## src/rtl/mem_access_pkg.sv

```systemverilog
// Shared codes for the data-memory access controller: access sizes, FSM state
// encodings, latched request fields and alignment helpers.
package mem_access_pkg;

    localparam logic [1:0] SIZE_B = 2'b00;
    localparam logic [1:0] SIZE_H = 2'b01;
    localparam logic [1:0] SIZE_W = 2'b10;

    localparam logic [1:0] ST_IDLE = 2'd0;
    localparam logic [1:0] ST_RD   = 2'd1;
    localparam logic [1:0] ST_WR   = 2'd2;
    localparam logic [1:0] ST_RESP = 2'd3;

    typedef struct packed {
        logic       write;
        logic [1:0] size;
        logic       zext;
    } req_ctl_t;

    // The reserved size code 2'b11 behaves as a full word.
    function automatic logic is_word(input logic [1:0] size);
        return (size == SIZE_W) || (size == 2'b11);
    endfunction

    function automatic logic is_misaligned(input logic [1:0] size, input logic [1:0] lo);
        return ((size == SIZE_H) && lo[0]) || (is_word(size) && (lo != 2'b00));
    endfunction

endpackage

```

## src/rtl/mem_lane_align.sv

```systemverilog
// Combinational lane steering: extracts and extends load data from a memory word and
// merges store data into the addressed byte/half lane for read-modify-write.
module mem_lane_align
    import mem_access_pkg::*;
#(
    parameter int BIG_ENDIAN = 0
) (
    input  logic [31:0] word,
    input  logic [1:0]  addr_lo,
    input  logic [1:0]  size,
    input  logic        zext,
    input  logic [31:0] wdata,
    output logic [31:0] load_data,
    output logic [31:0] store_word
);

    localparam bit BE = (BIG_ENDIAN != 0);

    logic [4:0]  shift;
    logic [31:0] shifted;

    // Byte/half lanes are brought down to bit 0 and then sign- or zero-extended.
    always_comb begin
        shift = 5'd0;
        case (size)
            SIZE_B:  shift = BE ? {~addr_lo, 3'b000} : {addr_lo, 3'b000};
            SIZE_H:  shift = BE ? {~addr_lo[1], 4'b0000} : {addr_lo[1], 4'b0000};
            default: shift = 5'd0;
        endcase
        shifted = word >> shift;
        case (size)
            SIZE_B:  load_data = {{24{shifted[7] & ~zext}}, shifted[7:0]};
            SIZE_H:  load_data = {{16{shifted[15] & ~zext}}, shifted[15:0]};
            default: load_data = word;
        endcase
    end

    genvar gi;
    generate
        for (gi = 0; gi < 4; gi++) begin : g_lane
            // K is the byte index (address offset) that lives at bit position 8*gi.
            localparam logic [1:0] K = 2'(BE ? (3 - gi) : gi);
            logic       sel;
            logic [7:0] src;
            always_comb begin
                sel = 1'b1;
                src = wdata[8*gi +: 8];
                case (size)
                    SIZE_B: begin
                        sel = (addr_lo == K);
                        src = wdata[7:0];
                    end
                    SIZE_H: begin
                        sel = (addr_lo[1] == K[1]);
                        src = (K[0] ^ BE) ? wdata[15:8] : wdata[7:0];
                    end
                    default: ;
                endcase
            end
            assign store_word[8*gi +: 8] = sel ? src : word[8*gi +: 8];
        end
    endgenerate

endmodule

```

## src/rtl/mem_access_ctrl.sv

```systemverilog
// Load/store sequencer for a word-wide data memory; sub-word stores use read-modify-write.
// Optional MEM_MISALIGN_TRAP_EN: misaligned half/word accesses respond with resp_err, no memory cycle.
module mem_access_ctrl
    import mem_access_pkg::*;
#(
    parameter int ADDR_W     = 32,
    parameter int BIG_ENDIAN = 0
) (
    input  logic              clk,
    input  logic              rst_n,
    input  logic              req_valid,
    output logic              req_ready,
    input  logic              req_write,
    input  logic [1:0]        req_size,
    input  logic              req_unsigned,
    input  logic [ADDR_W-1:0] req_addr,
    input  logic [31:0]       req_wdata,
    output logic              resp_valid,
    output logic [31:0]       resp_rdata,
    output logic              resp_err,
    output logic              memread,
    output logic              memwrite,
    output logic [ADDR_W-1:0] address,
    output logic [31:0]       writeData,
    input  logic [31:0]       readdata
);

    logic [1:0]        state_reg;
    logic [1:0]        state_next;
    logic [ADDR_W-1:0] addr_reg;
    req_ctl_t          ctl_reg;
    logic [31:0]       wdata_reg;
    logic [31:0]       word_reg;
    logic [31:0]       rdata_reg;
    logic [31:0]       align_word;
    logic [31:0]       load_data;
    logic [31:0]       store_word;

    // Loads extract straight from readdata; stores merge into the word captured in RD.
    assign align_word = (state_reg == ST_RD) ? readdata : word_reg;

    mem_lane_align #(
        .BIG_ENDIAN(BIG_ENDIAN)
    ) u_align (
        .word      (align_word),
        .addr_lo   (addr_reg[1:0]),
        .size      (ctl_reg.size),
        .zext      (ctl_reg.zext),
        .wdata     (wdata_reg),
        .load_data (load_data),
        .store_word(store_word)
    );

    always_comb begin
        state_next = state_reg;
        case (state_reg)
            ST_IDLE: begin
                if (req_valid) begin
`ifdef MEM_MISALIGN_TRAP_EN
                    if (is_misaligned(req_size, req_addr[1:0]))
                        state_next = ST_RESP;
                    else
`endif
                    if (req_write && is_word(req_size))
                        state_next = ST_WR;
                    else
                        state_next = ST_RD;
                end
            end
            ST_RD:   state_next = ctl_reg.write ? ST_WR : ST_RESP;
            ST_WR:   state_next = ST_RESP;
            default: state_next = ST_IDLE;
        endcase
    end

    always_ff @(posedge clk or negedge rst_n) begin
        if (!rst_n) begin
            state_reg <= ST_IDLE;
            addr_reg  <= '0;
            ctl_reg   <= '0;
            wdata_reg <= '0;
            word_reg  <= '0;
            rdata_reg <= '0;
        end else begin
            state_reg <= state_next;
            if ((state_reg == ST_IDLE) && req_valid) begin
                addr_reg  <= req_addr;
                ctl_reg   <= '{write: req_write, size: req_size, zext: req_unsigned};
                wdata_reg <= req_wdata;
            end
            if (state_reg == ST_RD)
                word_reg <= readdata;
            // resp_rdata only changes on the way into RESP, so it holds between responses.
            if ((state_next == ST_RESP) && (state_reg != ST_RESP))
                rdata_reg <= (state_reg == ST_RD) ? load_data : 32'd0;
        end
    end

`ifdef MEM_MISALIGN_TRAP_EN
    logic err_reg;
    always_ff @(posedge clk or negedge rst_n) begin
        if (!rst_n)
            err_reg <= 1'b0;
        else if ((state_next == ST_RESP) && (state_reg != ST_RESP))
            err_reg <= (state_reg == ST_IDLE);
    end
    assign resp_err = err_reg;
`else
    assign resp_err = 1'b0;
`endif

    assign req_ready  = (state_reg == ST_IDLE);
    assign resp_valid = (state_reg == ST_RESP);
    assign resp_rdata = rdata_reg;
    assign memread    = (state_reg == ST_RD);
    assign memwrite   = (state_reg == ST_WR);
    assign address    = {addr_reg[ADDR_W-1:2], 2'b00};
    assign writeData  = memwrite ? store_word : 32'd0;

endmodule
```

## config.mk

```make
export PLATFORM = sky130hd
export DESIGN_NAME = mem_access_ctrl
export DESIGN_NICKNAME = d
export VERILOG_FILES = /design/src/rtl/mem_access_pkg.sv /design/src/rtl/mem_lane_align.sv /design/src/rtl/mem_access_ctrl.sv
export SDC_FILE = /design/constraint.sdc
export NUM_CORES = 1
export LEC_CHECK = 0
export ABC_AREA = 1
export CAP_MARGIN = 20
export CORE_AREA = 2 2 177 179
export CTS_CLUSTER_SIZE = 16
export DETAILED_ROUTE_END_ITERATION = 10
export DIE_AREA = 0 0 179 181
export HOLD_SLACK_MARGIN = 0.06
export PLACE_DENSITY = 0.56
export SLEW_MARGIN = 10
export SYNTH_ARGS = -nofsm -noshare
export SYNTH_HDL_FRONTEND = slang
export SYNTH_HIERARCHICAL = 1
export SYNTH_SLANG_ARGS = --single-unit
export TNS_END_PERCENT = 100
```

## constraint.sdc

```tcl
create_clock -name clk -period 6.35 [get_ports clk]
set_input_delay 1.27 -clock clk [delete_from_list [all_inputs] [get_ports clk]]
set_output_delay 1.27 -clock clk [all_outputs]
set_load 0.1 [all_outputs]
```

==> results.toml <==
[outcome]
status = "finished, final reports clean"

[logic_synthesis]
synth-edff-count = 0
ys_types = 34
seq_area_frac_synth_pct = 44.50
synth_top_family_by_area = "simple AND/OR/NAND/NOR gates"
synthCells = 846
yosys.area_share.simple_pct = 22.15
synth_area_leaders = "dfrtp_1 (44%), mux2_2 (14%), nand2_1 (12%), inv_1 (4.5%), nand3_1 (3.4%)"
netlist_area_sq_um = 7536
synthArstFlopShare_pct = 100.0
yosys-top-cells-count = "nand2_1 (249), dfrtp_1 (134), mux2_2 (94)"
synth.avg_cell_area_sq_um = 8.908
yosysWarnings = 6
yosysMostFrequentCell = "nand2_1"
synth_compound_area_share_pct = 4.284
synth-seq-cells = 134
synth_flop_cell = "dfrtp_1"
yosys.area_share.adder_pct = 0.6641
synth_area_leader_cell = "dfrtp_1"
synth_top_area_share_pct = 44.50
synth.mux.area_fraction_pct = 16.24
synth-xor-area-share_pct = 0

[detailed_routing]
wirelength_um = 23700
dr.pass1.iters = 5
drtIter0Drc = 356
wl_per_cell_um = 16.94
vias_per_cell = 4.418
num_vias = 6181
ant_nets = 0
drc = 0

[timing]
max_freq_mhz = 203.1
finalCritPeriodShare_pct = 77.52
hold_viol_final = 0
setup_viol_count_final = 0
grt_setup_unrepaired = "no"
fin_ws_ns = 1.427
relSlewSlack_pct = 30.88
min_period_ns = 4.923
finClkSkew_ns = 0.01571
drv_slew = 0
finalSetupTns_ns = 0
worstMarginPinSlew_ns = 1.034

[finish]
layout-drive-gt1-share_pct = 17.45
nFillCells = 3157
syn_to_final_growth_pct = 34.17
nets = 1097
antenna_cells = 0
regArea_sq_um = 3353
fin_util_pct = 33.32
multi_input_area_sq_um = 3284

[setup_path]
cp-start-kind = "register"
end_kind = "primary output"
crit_type = "reg2out"
arrival_ns = 3.65
required_ns = 5.08
critPathMaxFanout = 26

[cts]
htreeDepth = 4
clkLatencyLatePin_ns = 0.43
root_buffer = "clkbuf_16"
cts.sinks = 134
clockBufferDepth = 2
cts_made_buffers = 17
cts_hold_buf = 0
clk_pin_slew_worst_paths_ns = 0.06
cts_setup_buffers = 0
ctsResizeCount = 0
cts_tree = "done"

[global_routing]
grt_pass1_wl_um = 36670
grtUsageMet2_pct = 22.32
grt_max_degree = 90
track_usage_pct = 14.87
grt_pass1_vias = 6206
antenna_found_initial = 1
use_met3_pct = 3.935
grt_most_used_layer = "met2"
gr-total-overflow = 0
grtUsageMet1_pct = 19.96

[placement]
numPortBuffers = 200
place_worst_setup_slack_ns = 1.472
dp_hpwl_um = 17590
gp_congestion = 0.8432

[floorplanning]
coreArea_sq_um = 30350
fp.dieH_um = 181
design.portCount = 204
num_rows = 64
die_area_sq_um = 32400
initial_core_util_pct = 24.83
die_w_um = 179

[flow_run]
drv_cap = 0

[hold_path]
holdCritPathClass = "reg2reg"
## area by class of cell
cell class | count | area share, %
flip-flops and latches | 134 | 33.16
multi-input cells | 537 | 32.48
repair buffers | 208 | 20.08
well taps | 396 | 4.900
clock buffers | 20 | 4.418
inverters | 92 | 3.440
clock inverters | 12 | 1.510
## cells in the final DEF, fill, tap and decap left out, drive strengths merged
cell type and n:
dfrtp 134, buf 22, nor3 1, o21ai 13, ha 4, a31oi 16
nand3b 2, nand4 33, a21oi 7, clkinvlp 1, mux2 105, clkbuf 20
nand3 54, bufinv 3, clkdlybuf4s50 186, a41oi 8, nand2 255, o211ai 5
clkinv 7, inv 93, nor2 31, conb 3
## critical path: stages (launching register included)
cell and delay, ns:
dfrtp_1 0.41, inv_1 0.10, ha_2 0.59, buf_4 0.32, mux2_2 0.27, nor2_1 0.08, a31oi_1 0.17, nand2_1 0.08
inv_1 0.07, clkdlybuf4s50_1 1.12
## final timing paths
check,startpoint,to,slack [ns],cells after the start
hold / removal,resp_rdata[10],resp_rdata[10],0.47,2
max in group asynchronous,rst_n,word_reg[26],4.20,2
setup reg to reg,state_reg[1],resp_rdata[12],3.23,14
min in group asynchronous,rst_n,resp_rdata[6],0.91,1
hold reg to reg,resp_rdata[10],resp_rdata[10],0.47,2
setup / recovery,state_reg[1],writeData[9],1.43,9
## stage by stage
step | cells | hold slack (ns) | area, sq um
floorplan | 848 | 0.4721 | 7543
global placement | 1367 | 0.4546 | 9512
detailed placement | 1367 | 0.4584 | 9512
CTS | 1399 | 0.4736 | 10110
global route | 1399 | 0.4951 | 10110
finish | 1399 | 0.4678 | 10110
## layer usage
metal,routed length [um],up-vias
met5,16,-
met4,839,2
met3,1505,41
met2,10310,210
met1,11020,2918
li1,-,3010
## kinds of logic (layout without fill, tap and decap cells)
group           count (synthesis)  count (layout)
other cells                     1               3
fa+ha+maj                       4               4
buf+inv                       177             332
mux                           105             105
compound gates                 49              49
flops                         134             134
simple gates                  376             376
Power is not shown: default switching activity piles up to over one toggle a cycle in this logic, so the estimate is an artifact.
